`src/rtl/alu_seq.sv`:
```
// ============================================================================
// alu_seq: handshaked ALU (add/sub/logic/compare) with optional shift-add MUL.
// Optional feature macro: ALU_SEQ_MUL_EN (opcode 8 multiply). Revision: 1.0
// ============================================================================
`default_nettype none

module alu_seq #(
   parameter int WIDTH = 32
) (
   input  logic             clk,
   input  logic             rst,
   input  logic             in_valid,
   output logic             in_ready,
   input  logic [3:0]       op,
   input  logic [WIDTH-1:0] a,
   input  logic [WIDTH-1:0] b,
   output logic             out_valid,
   input  logic             out_ready,
   output logic [WIDTH-1:0] result,
   output logic             carry,
   output logic             zero,
   output logic             overflow,
   output logic             illegal
);

   localparam logic [3:0] OP_ADD = 4'd0;
   localparam logic [3:0] OP_SUB = 4'd1;
   localparam logic [3:0] OP_NOT = 4'd2;
   localparam logic [3:0] OP_AND = 4'd3;
   localparam logic [3:0] OP_OR  = 4'd4;
   localparam logic [3:0] OP_XOR = 4'd5;
   localparam logic [3:0] OP_SLT = 4'd6;
   localparam logic [3:0] OP_EQ  = 4'd7;
`ifdef ALU_SEQ_MUL_EN
   localparam logic [3:0] OP_MUL = 4'd8;
   localparam int         CNT_W  = $clog2(WIDTH + 1);
   localparam logic [CNT_W-1:0] CNT_INIT = CNT_W'(WIDTH);

   typedef enum logic [1:0] {IDLE = 2'd0, BUSY = 2'd1, DONE = 2'd2} state_t;
`else
   typedef enum logic [1:0] {IDLE = 2'd0, DONE = 2'd2} state_t;
`endif

   state_t state, state_next;
   logic   accept, load_sc;

   assign in_ready  = (state == IDLE) || ((state == DONE) && out_ready);
   assign accept    = in_valid && in_ready;
   assign out_valid = (state == DONE);

   // Shared adder: SUB, SLT and EQ all run a + ~b + 1.
   logic [WIDTH-1:0] b_eff, sc_result;
   logic [WIDTH:0]   sum;
   logic             add_ovf, sc_carry, sc_ovf, sc_illegal;

   always_comb begin
      b_eff      = (op == OP_ADD) ? b : ~b;
      sum        = {1'b0, a} + {1'b0, b_eff} + {{WIDTH{1'b0}}, (op != OP_ADD)};
      add_ovf    = (a[WIDTH-1] == b_eff[WIDTH-1]) && (sum[WIDTH-1] != a[WIDTH-1]);
      sc_result  = '0;
      sc_carry   = 1'b0;
      sc_ovf     = 1'b0;
      sc_illegal = 1'b0;
      case (op)
         OP_ADD, OP_SUB: begin
            sc_result = sum[WIDTH-1:0];
            sc_carry  = sum[WIDTH];
            sc_ovf    = add_ovf;
         end
         OP_NOT: sc_result = ~a;
         OP_AND: sc_result = a & b;
         OP_OR:  sc_result = a | b;
         OP_XOR: sc_result = a ^ b;
         OP_SLT: begin
            sc_result = {{(WIDTH-1){1'b0}}, add_ovf ^ sum[WIDTH-1]};
            sc_carry  = sum[WIDTH];
            sc_ovf    = add_ovf;
         end
         OP_EQ: begin
            sc_result = {{(WIDTH-1){1'b0}}, (a == b)};
            sc_carry  = sum[WIDTH];
            sc_ovf    = add_ovf;
         end
         default: sc_illegal = 1'b1;
      endcase
   end

`ifdef ALU_SEQ_MUL_EN
   logic [2*WIDTH-1:0] acc, acc_next, mcand;
   logic [WIDTH-1:0]   mplier;
   logic [CNT_W-1:0]   count;
   logic               start_mul, load_mul;

   assign acc_next = acc + (mplier[0] ? mcand : '0);
`endif

   always_ff @(posedge clk) begin
      if (rst) state <= IDLE;
      else     state <= state_next;
   end

   always_comb begin
      state_next = state;
      load_sc    = 1'b0;
`ifdef ALU_SEQ_MUL_EN
      start_mul  = 1'b0;
      load_mul   = 1'b0;
      if (state == BUSY) begin
         if (count == CNT_W'(1)) begin
            load_mul   = 1'b1;
            state_next = DONE;
         end
      end else
`endif
      if (accept) begin
`ifdef ALU_SEQ_MUL_EN
         if (op == OP_MUL) begin
            start_mul  = 1'b1;
            state_next = BUSY;
         end else
`endif
         begin
            load_sc    = 1'b1;
            state_next = DONE;
         end
      end else if ((state == DONE) && out_ready) begin
         state_next = IDLE;
      end
   end

   always_ff @(posedge clk) begin
      if (rst) begin
         result   <= '0;
         carry    <= 1'b0;
         zero     <= 1'b0;
         overflow <= 1'b0;
         illegal  <= 1'b0;
`ifdef ALU_SEQ_MUL_EN
         acc      <= '0;
         mcand    <= '0;
         mplier   <= '0;
         count    <= '0;
`endif
      end else if (load_sc) begin
         result   <= sc_result;
         carry    <= sc_carry;
         zero     <= (sc_result == '0);
         overflow <= sc_ovf;
         illegal  <= sc_illegal;
      end
`ifdef ALU_SEQ_MUL_EN
      else if (start_mul) begin
         acc    <= '0;
         mcand  <= {{WIDTH{1'b0}}, a};
         mplier <= b;
         count  <= CNT_INIT;
      end else if (state == BUSY) begin
         acc    <= acc_next;
         mcand  <= mcand << 1;
         mplier <= mplier >> 1;
         count  <= count - CNT_W'(1);
         if (load_mul) begin
            result   <= acc_next[WIDTH-1:0];
            carry    <= |acc_next[2*WIDTH-1:WIDTH];
            zero     <= (acc_next[WIDTH-1:0] == '0);
            overflow <= 1'b0;
            illegal  <= 1'b0;
         end
      end
`endif
   end

endmodule

`default_nettype wire

```
`config.mk`:
```
export PLATFORM = sky130hd
export DESIGN_NAME = alu_seq
export DESIGN_NICKNAME = d
export VERILOG_FILES = /design/src/rtl/alu_seq.sv
export SDC_FILE = /design/constraint.sdc
export NUM_CORES = 1
export LEC_CHECK = 0
export BUFFER_PORTS_ARGS = -buffer_cell sky130_fd_sc_hd__buf_4
export CAP_MARGIN = 15
export CORE_ASPECT_RATIO = 1.25
export CORE_MARGIN = 10
export CORE_UTILIZATION = 52
export DETAILED_ROUTE_END_ITERATION = 16
export PLACE_DENSITY_LB_ADDON = 0.3
export SLEW_MARGIN = 20
export SYNTH_ARGS = -nofsm -noshare
export SYNTH_HDL_FRONTEND = slang
export SYNTH_SLANG_ARGS = --single-unit
```
`constraint.sdc`:
```
create_clock -name clk -period 3.6 [get_ports clk]
set_input_delay 0.36 -clock clk [delete_from_list [all_inputs] [get_ports clk]]
set_output_delay 0.36 -clock clk [all_outputs]
set_load 0.02 [all_outputs]
```
==> results of run 1 <==
==> layout by cell type, fill, tap and decap left out, types with 6 or more instances in the layout <==
| master | count |
|---|---|
| buf_4 | 241 |
| ha_1 | 95 |
| inv_1 | 75 |
| nor2_1 | 69 |
| nand2_1 | 56 |
| a21oi_1 | 46 |
| xnor2_1 | 41 |
| dfxtp_1 | 37 |
| o21ai_0 | 29 |
| a211oi_1 | 24 |
| nand3_1 | 16 |
| nor3_1 | 13 |
| a21o_1 | 11 |
| o221ai_1 | 11 |
| o211ai_1 | 11 |
| a22oi_1 | 11 |
| a21oi_2 | 10 |
| nand4_1 | 9 |
| xor2_1 | 8 |
| o22ai_1 | 8 |
| nor4_1 | 8 |
| o21ai_1 | 7 |
| nand2b_1 | 6 |
| o21bai_1 | 6 |
| nor3_2 | 6 |
==> final cells by class <==
class / instances / share of cell area (%)
tap: 132 / 2.074
inverter: 75 / 3.536
sequential: 37 / 9.302
clock inverter: 2 / 0.1257
multi-input combinational: 607 / 59.51
clock buffer: 6 / 1.618
timing repair buffer: 247 / 23.84
==> what timing repair did <==
item / CTS / global route
setup endpoints to repair: 1 / 9
buffers inserted: 2 / 10
gates resized for setup: 8 / 80
pin swaps: 3 / 45
==> sequential cells by signal, indices dropped and copies added, names as in the netlist <==
signal and cells:
carry 1, illegal 1, overflow 1, result 32
state 1, zero 1
==> layer usage <==
layer,vias up,share of wire (%),wire (um)
met2,341,49,11050
li1,3170,-,-
met1,3142,39,8896
met5,-,0,0
met3,68,7.3,1640
met4,0,4.4,1000
==> cell usage after synthesis, types with 5 or more instances <==
library cell and number:
nand4_1 9, a21oi_1 58, o21ai_0 39, nand2_1 60, o221ai_1 11, clkbuf_1 32
nor2_1 71, nor4_1 10, ha_1 97, buf_1 5, dfxtp_1 37, o211ai_1 11
nand3_1 17, o22ai_1 8, a211oi_1 25, nand2b_1 6, inv_1 75, a22oi_1 11
nor3_1 19, a221oi_1 8, o21bai_1 6, xor2_1 8, a21o_1 11, xnor2_1 47
a31oi_1 7
==> logic make-up after synthesis <==
logic type | synth area share (%)
buf+inv | 7.955
simple gates | 18.92
fa+ha+maj | 22.28
mux | 0.9491
flops | 13.38
xor+xnor | 8.701
compound gates | 27.82
==> stage by stage <==
step | setup slack [ps] | power (W) | hold slack (ps) | setup TNS (ps)
after floorplan | 17.82 | 0.001063 | 489.5 | 0
after global placement | -639.3 | 0.001565 | 445.2 | -1214
after detailed placement | -619.0 | 0.001588 | 457.2 | -1775
after CTS | 17.88 | 0.002016 | 343.2 | 0
after global routing | -46.97 | 0.002249 | 372.0 | -46.97
final | 94.24 | 0.002140 | 346.5 | 0
==> critical path, delay by kind of cell <==
kind	cells	cell delay [ps]
compound gates	7	1520
fa+ha+maj	1	370
xor+xnor	2	380
simple gates	4	700
buf+inv	3	390
==> how the worst min path moves through the flow <==
stage	depth (start not counted)	start	end
floorplan	2	in_valid	state[1]
global placement	2	result[11]	result[11]
detailed placement	2	zero	zero
CTS	3	in_valid	state[1]
global route	3	in_valid	state[1]
finish	3	in_valid	state[1]
==> power by group through the flow <==
| stage | registers, W | logic (W) | clock network, W |
|---|---|---|---|
| 2_1_floorplan | 0.000499 | 0.000564 | 0 |
| 4_1_cts | 0.000457 | 0.00115 | 0.000413 |
| 6_report | 0.000456 | 0.00127 | 0.000412 |
| 5_1_grt | 0.000459 | 0.00136 | 0.000426 |
| 3_3_place_gp | 0.000462 | 0.00110 | 0 |
| 3_5_place_dp | 0.000464 | 0.00112 | 0 |
==> run metrics, run 1 <==
fillcell total between 800 and 900; critical path launch point type primary input; die area 15200 um^2; worst reg2reg path depth 12; Setup crit end zero; post-route minimum period between 3000 and 4000 ps; hold_buf cts 0; Fin. Hold Viols 0; pin count of the biggest net entering global routing between 50 and 60; area leader, netlist ha_1; met1 Track Usage GR between 30 and 40%; WL/cell between 20 and 25 um; root buf cell clkbuf_16; Syn-to-layout area delta 43.82%; Net Sw Power between 0.0008 and 0.0009 W; reg-to-reg startpoint state[1]; crit path DAT between 3000 and 4000 ps; total number of vias 6721; global-route wire length before repair about 34 mm; Starting DRT DRC Count between 500 and 600; vias in the first global route roughly 6600; CP max-delay cell ha_1; Post-Synthesis Cells 760; placed inst area 7341 um^2; Post-Route Utilization between 70 and 80%; Sw Share between 30 and 40%; GRT busiest layer met2; fin crit share approximately 100%; Pwr per Cell Area about 270 nW/um^2; Num CTS Buffers 5; Detailed Route WL 22.59 mm; Detailed Routing Iterations Pass 1 5; TritonCTS clock tree done; core region area approximately 11000 um^2; syn_area_per_cell 7.285 um^2; IO Pins between 100 and 150; Slew Limit Fails 0; Critical Path Start op[0]; VDD IR max roughly 190 uV; RD Place Congestion ~1.0; Detail Placement HPWL 17.78 mm; Comb pwr share 59.4%; Yosys top cell area share between 20% and 30%; H-tree depth 2; met3 usage 3.768%; Finished Layout Cells 1106; # setup viols final 0; die width ~110 um; All-Layer GR Usage 27.24%; cell breakdown of the critical path buf_8, nor4_4, buf_12, buf_4, xnor2_1, ha_1, a21o_1, o21ai_0, o21ai_1, o31ai_1, a22oi_1, xnor2_1, o2111a_1, nand4_1, nor3_2, nand4_1, o21ai_1; row count 42; outcome finished clean; routed vias/inst around 6.1; Clock transition at path regs around 50 ps; worst relative slew slack 34.41%; dpl cells ~1100; GRT overflow 0; Clk pwr share about 19%; grt met2 use 47.36%; DRC 0; Synth Register Bits 37; Post-synth EDFFs 0; Routed Antenna Nets 0; top cells by area, synth ha_1 (22%), dfxtp_1 (13%), xnor2_1 (7.4%); RSZ-0062 raised after global routing true; Worst-Margin Slew around 980 ps; Post-Syn Nets 930; Crit Path Class primary input to flip-flop; Clock Skews 1.588 ps; Syn Std Cell Area approximately 5500 um^2; CP Max Fanout 7; count of different cell masters after synthesis 68; Worst EP required ~3800 ps; final instance area about 8000 um^2; worst reg2reg endpoint zero; Diodes inserted 0; top_reg_cell synth dfxtp_1; layout cell share with drive strength beyond 1 between 30% and 40%; leakage about 3.8 nW; FMAX around 290 MHz; Initial Util a little over half; Synth warnings 0; fin nets about 1100; MaxCap Viol Count 0; initial antenna violation count 0; Hold Crit Class primary input to flip-flop; Max stage delay on crit path approximately 370 ps; Internal roughly 0.0013 W; Worst setup EP type flip-flop; Flop pwr share between 20% and 30%; Worst R2R Setup Slack between 1000 and 1500 ps; clk sinks 37; sequential cell area roughly 740 um^2; area occupied by multi-input gates between 4000 and 5000 um^2; fraction of registers with async set or reset after synthesis 0%; Max Buffers Root-to-Sink 2; Clk Latency, worst-skew pair between 200 and 300 ps; die height between 100 and 150 um; port bufs 109; part of the Yosys area used for sequential elements between 10% and 20%
Note: power is estimated with default switching activity, not from simulation.
==> run 2: changes to the inputs <==
--- a/config.mk
+++ b/config.mk
@@ -12,6 +12,7 @@
 export CORE_UTILIZATION = 52
 export DETAILED_ROUTE_END_ITERATION = 16
 export PLACE_DENSITY_LB_ADDON = 0.3
+export SETUP_SLACK_MARGIN = 0.3
 export SLEW_MARGIN = 20
 export SYNTH_ARGS = -nofsm -noshare
 export SYNTH_HDL_FRONTEND = slang
==> run 2 against run 1 <==
  * The run now ends with negative setup slack left
  * Final area is 5.5% higher
  * Die area stayed put
  * Final cell count is 0.72% higher
  * Core utilization is 4.2 points higher
  * Sequential cell count stayed put
  * Global-route usage is 0.40 points lower
  * Via count is 1.6% higher
  * Maximum frequency is 4.1% lower
  * First-iteration DRC count is 11% higher
  * Total power is 5.7% higher
  * Highest routed layer unchanged
==> run metrics, run 2 (synthesized netlist as in run 1, its figures left out) <==
Detail Placement HPWL between 15 and 20 mm; Post-Route Utilization approximately four fifths; initial antenna violation count 0; Slew Limit Fails 0; VDD IR max ~190 uV; Initial Util 52.68%; FMAX 273.5 MHz; clk sinks 37; most frequent cells in the layout buf_4 (238), ha_1 (91), inv_1 (75); post-route minimum period 3656 ps; Clock Skews ~2.1 ps; Fin. Hold Viols 0; worst relative slew slack between 30% and 40%; Place WS -391.1 ps; All-Layer GR Usage between 20% and 30%; port bufs between 100 and 150; Finished Layout Cells 1114; Worst-Margin Slew roughly 1000 ps; die width 112.3 um; Tot Pwr 0.002263 W; Worst setup EP type flip-flop; Crit Path Class primary input to flip-flop; vias in the first global route approximately 6400; Detailed Routing Iterations Pass 1 5; final setup margin -55.98 ps; row count between 40 and 50; CP max-delay cell a2111oi_1; root buf cell clkbuf_16; crit path DAT between 3000 and 4000 ps; CP Max Fanout 5; most frequent CP cell buf_4; outcome finished, violations left; worst reg2reg path depth 11; hold_buf cts 0; flip-flop count of the largest register after layout 32; fin nets 1151; Largest Register result; Clk Latency, worst-skew pair 280 ps; Detailed Route WL 23.04 mm; H-tree depth 2; worst hold slack between 300 and 400 ps; Pwr per Cell Area between 200 and 300 nW/um^2; total number of vias about 7000; MaxCap Viol Count 0; Worst EP required 3810 ps; WL/cell 20.68 um; Hold Crit Class primary input to flip-flop; hold path cells 3; critical path launch point type primary input; core region area 10510 um^2; Diodes inserted 0; RSZ-0062 raised after global routing true; Clock transition at path regs around 50 ps; Starting DRT DRC Count 608; Num CTS Buffers 5; fin crit share 101.6%; routed vias/inst 6.130; die height around 140 um; TritonCTS clock tree done; leakage ~4 nW; pin count of the biggest net entering global routing 59; Syn-to-layout area delta 51.73%; violated checks negative setup slack; Max stage delay on crit path a little under 400 ps; layout cell share with drive strength beyond 1 38.19%; die area 15200 um^2; GRT overflow 0; Max Buffers Root-to-Sink 2; cell breakdown of the critical path buf_6, nor4_4, buf_12, buf_12, xnor2_4, inv_1, fa_2, buf_4, xor2_1, o22ai_1, a2111oi_1, buf_4, nand3_2, nor4_4, buf_4, nand4_1, nor3_2, nand4_1, o21ai_1; Routed Antenna Nets 0; RD Place Congestion about 1.0; # setup viols final 1; most common cell after layout, fill and taps aside buf_4; global-route wire length before repair between 30 and 40 mm; IO Pins 110; dpl cells about 1100; DRC 0
## run 2: repair_timing
action | in CTS | in global routing
resized for setup | 16 | 123
pin swaps | 4 | 78
buffers inserted | 3 | 23
cloned | 0 | 0
setup endpoints to repair | 10 | 17
## run 2: path summary, 6_finish.rpt
kind / end / slack, ps / start
max reg2reg: zero / 1010 / state[1]
min reg2reg: illegal / 470 / illegal
min: state[1] / 340 / in_valid
max: zero / -60 / op[0]
## run 2: area by class of cell
class / instances / area [um^2]
fillers: 734 / 2110
repair buffers: 255 / 2012
clock inverters: 2 / 10.01
flip-flops and latches: 37 / 740.7
multi-input cells: 607 / 5062
inverters: 75 / 281.5
well taps: 132 / 165.2
clock buffers: 6 / 128.9
## run 2: metal layers
metal / part of all wire [%] / global-route usage [%] / vias to the layer above
li1: - / - / 3179
met4: 4.0 / 10.73 / 0
met5: 0 / 0 / -
met2: 49 / 47.07 / 329
met1: 40 / 32.46 / 3243
met3: 7.2 / 3.147 / 78
## run 2: worst max-delay path, delay by kind of cell
kind / cells / cell delay (ps)
adders and majority gates: 1 / 370
xor gates and xnor gates: 2 / 300
and+or+nand+nor: 6 / 1120
AOI/OAI and AO/OA: 3 / 710
buffers and inverters: 7 / 1000
## run 2: through the flow
stage | instance area, um^2 | TNS [ps]
floorplan | 5650 | 0
global placement | 7378 | -353.9
detailed placement | 7378 | -831.2
CTS | 7604 | 0
global route | 8401 | -168.0
finish | 8401 | -55.98
## run 2: where the power goes
part | internal [W] | leakage (nW) | switching (W) | total (W)
clock network | 0.000254 | 0.0706 | 0.000161 | 0.000415
registers | 0.000440 | 0.305 | 0.0000161 | 0.000456
logic | 0.000652 | 3.56 | 0.000740 | 0.00139
==> run 3: changes to the inputs <==
--- a/config.mk
+++ b/config.mk
@@ -11,9 +11,9 @@
 export CORE_MARGIN = 10
 export CORE_UTILIZATION = 52
 export DETAILED_ROUTE_END_ITERATION = 16
-export PLACE_DENSITY_LB_ADDON = 0.3
+export PLACE_DENSITY = 0.79
 export SETUP_SLACK_MARGIN = 0.3
-export SLEW_MARGIN = 20
+export SLEW_MARGIN = 0
 export SYNTH_ARGS = -nofsm -noshare
 export SYNTH_HDL_FRONTEND = slang
 export SYNTH_SLANG_ARGS = --single-unit
==> run 3 against run 2 <==
  * Combinational power is 5% higher
  * Highest routed layer unchanged
  * The run still ends with negative setup slack left
  * Largest cell class unchanged
  * Clock skew rose by 0.77 ps
  * Sequential share of layout area fell by 0.37 points
  * First-iteration DRC count fell by 0.99%
  * Hold slack worse by 10 ps
  * Final area is 4.3% higher
  * Critical path depth did not move
==> run metrics, run 3 (synthesized netlist as in run 1, its figures left out) <==
outcome finished, violations left; violated checks negative setup slack; Worst-Margin Slew slightly above 1000 ps; post-route minimum period 3624 ps; Slew Limit Fails 0; final setup margin -23.68 ps; most common cell after layout, fill and taps aside buf_4; initial antenna violation count 0; Pwr per Cell Area between 200 and 300 nW/um^2; TritonCTS clock tree done; routed vias/inst around 6.3; MaxCap Viol Count 0; area occupied by multi-input gates about 5200 um^2; Place WS -446.3 ps; Initial Util a little over half; DRC 0; Worst setup EP type flip-flop; Worst R2R Setup Slack ~1200 ps; hold path cells 3; flip-flop count of the largest register after layout 32; critical path launch point type primary input; leakage a little over 4 nW; Clock transition at path regs 60 ps; Syn-to-layout area delta 58.28%; total number of vias 7127; CP Max Fanout 6; Num CTS Buffers 5; Worst EP required between 3000 and 4000 ps; die height between 100 and 150 um; WL/cell ~22 um; Diodes inserted 0; dpl cells ~1100; worst reg2reg endpoint zero; Finished Layout Cells between 1000 and 1500; IO Pins 110; sequential cell area roughly 740 um^2; CP max-delay cell a221oi_2; Detailed Route WL between 20 and 25 mm; RSZ-0062 raised after global routing true; Fin. Hold Viols 0; Hold Crit Endpoint state[1]; Starting DRT DRC Count about 600; layout cell share with drive strength beyond 1 between 40% and 50%; root buf cell clkbuf_16; clk sinks 37; fin crit share 100.7%; Hold Crit Class primary input to flip-flop; most frequent cells in the layout buf_4 (256), ha_1 (85), inv_1 (73); All-Layer GR Usage 28.23%; worst relative slew slack 32.85%; Largest Register result; Routed Antenna Nets 0; die area between 15000 and 20000 um^2; worst reg2reg path depth 12; die width between 100 and 150 um; VDD IR max 188.9 uV; row count 42; fin nets ~1200; reg-to-reg startpoint state[1]; global-route wire length before repair between 30 and 40 mm; hold_buf cts 0; Crit Path Class primary input to flip-flop; Detailed Routing Iterations Pass 1 5; core region area 10510 um^2; pin count of the biggest net entering global routing 59; GRT overflow 0; vias in the first global route 6991; crit path DAT between 3000 and 4000 ps; RD Place Congestion between 1 and 1.5; Clk Latency, worst-skew pair between 200 and 300 ps; # setup viols final 1; Hold Path Origin in_valid; port bufs 109; Detail Placement HPWL 17.90 mm; cell breakdown of the critical path buf_8, nor4_4, buf_6, buf_12, buf_12, xnor2_2, ha_4, buf_4, a21oi_1, nand3_1, o21ai_2, xnor2_1, a221oi_2, buf_4, and4_1, nand4_1, nor3_2, nand4_1, o21ai_1; Max stage delay on crit path 320 ps; FMAX 276.0 MHz; Clock Skews approximately 2.9 ps; fillcell total 613; Max Buffers Root-to-Sink 2; H-tree depth 2
## run 3: critical path: cells and delay by family
kind                     cells  cell delay (ps)
AO/OA/AOI/OAI                4              930
adder cells (fa/ha/maj)      1              260
XOR/XNOR                     2              260
buffers and inverters        6              880
AND/OR/NAND/NOR              6             1140
## run 3: power breakdown
part	internal (W)	leakage [nW]	switching (W)	total (W)
clock network	0.000346	0.0841	0.000165	0.000511
registers	0.000440	0.305	0.0000158	0.000456
logic	0.000691	3.72	0.000772	0.00146
total	0.00148	4.11	0.000953	0.00243
## run 3: routing by layer
layer / track usage (%) / vias up / wire, um
met5: 0 / - / 0
met4: 12.71 / 0 / 1372
met3: 4.521 / 114 / 1920
met2: 50.90 / 444 / 12410
met1: 31.80 / 3342 / 9040
li1: - / 3227 / -
## run 3: how the worst max path moves through the flow
stage	start	endpoint	slack, ps
global placement	op[2]	zero	-390
finish	op[2]	zero	-20
detailed placement	op[2]	zero	-450
floorplan	op[1]	zero	150
CTS	op[0]	zero	130
global route	op[2]	zero	-120
## run 3: layout make-up
type	count	share of cell area [%]
Clock buffer	7	1.628
Clock inverter	1	0.3427
Sequential cell	37	8.452
Tap cell	132	1.885
Multi-Input combinational cell	607	59.37
Inverter	75	3.212
Timing Repair Buffer	277	25.11
## run 3: through the flow
stage	power (W)	TNS [ps]	cell area, um^2	hold slack, ps	util [%]
6_report	0.002430	-23.68	8763	329.4	83.38
4_1_cts	0.002210	0	7980	331.2	75.93
2_1_floorplan	0.001083	0	5650	489.5	-
3_3_place_gp	0.001588	-1311	7446	444.8	70.85
3_5_place_dp	0.001616	-2390	7446	454.0	70.85
5_1_grt	0.002540	-123.8	8763	355.2	83.38
## run 3: repair_timing
item	CTS	global route
hold endpoints to repair	0	0
resized for setup	57	114
setup buffers	12	26
endpoints found under the setup margin	16	17
pin swaps	39	88
gates cloned	1	0
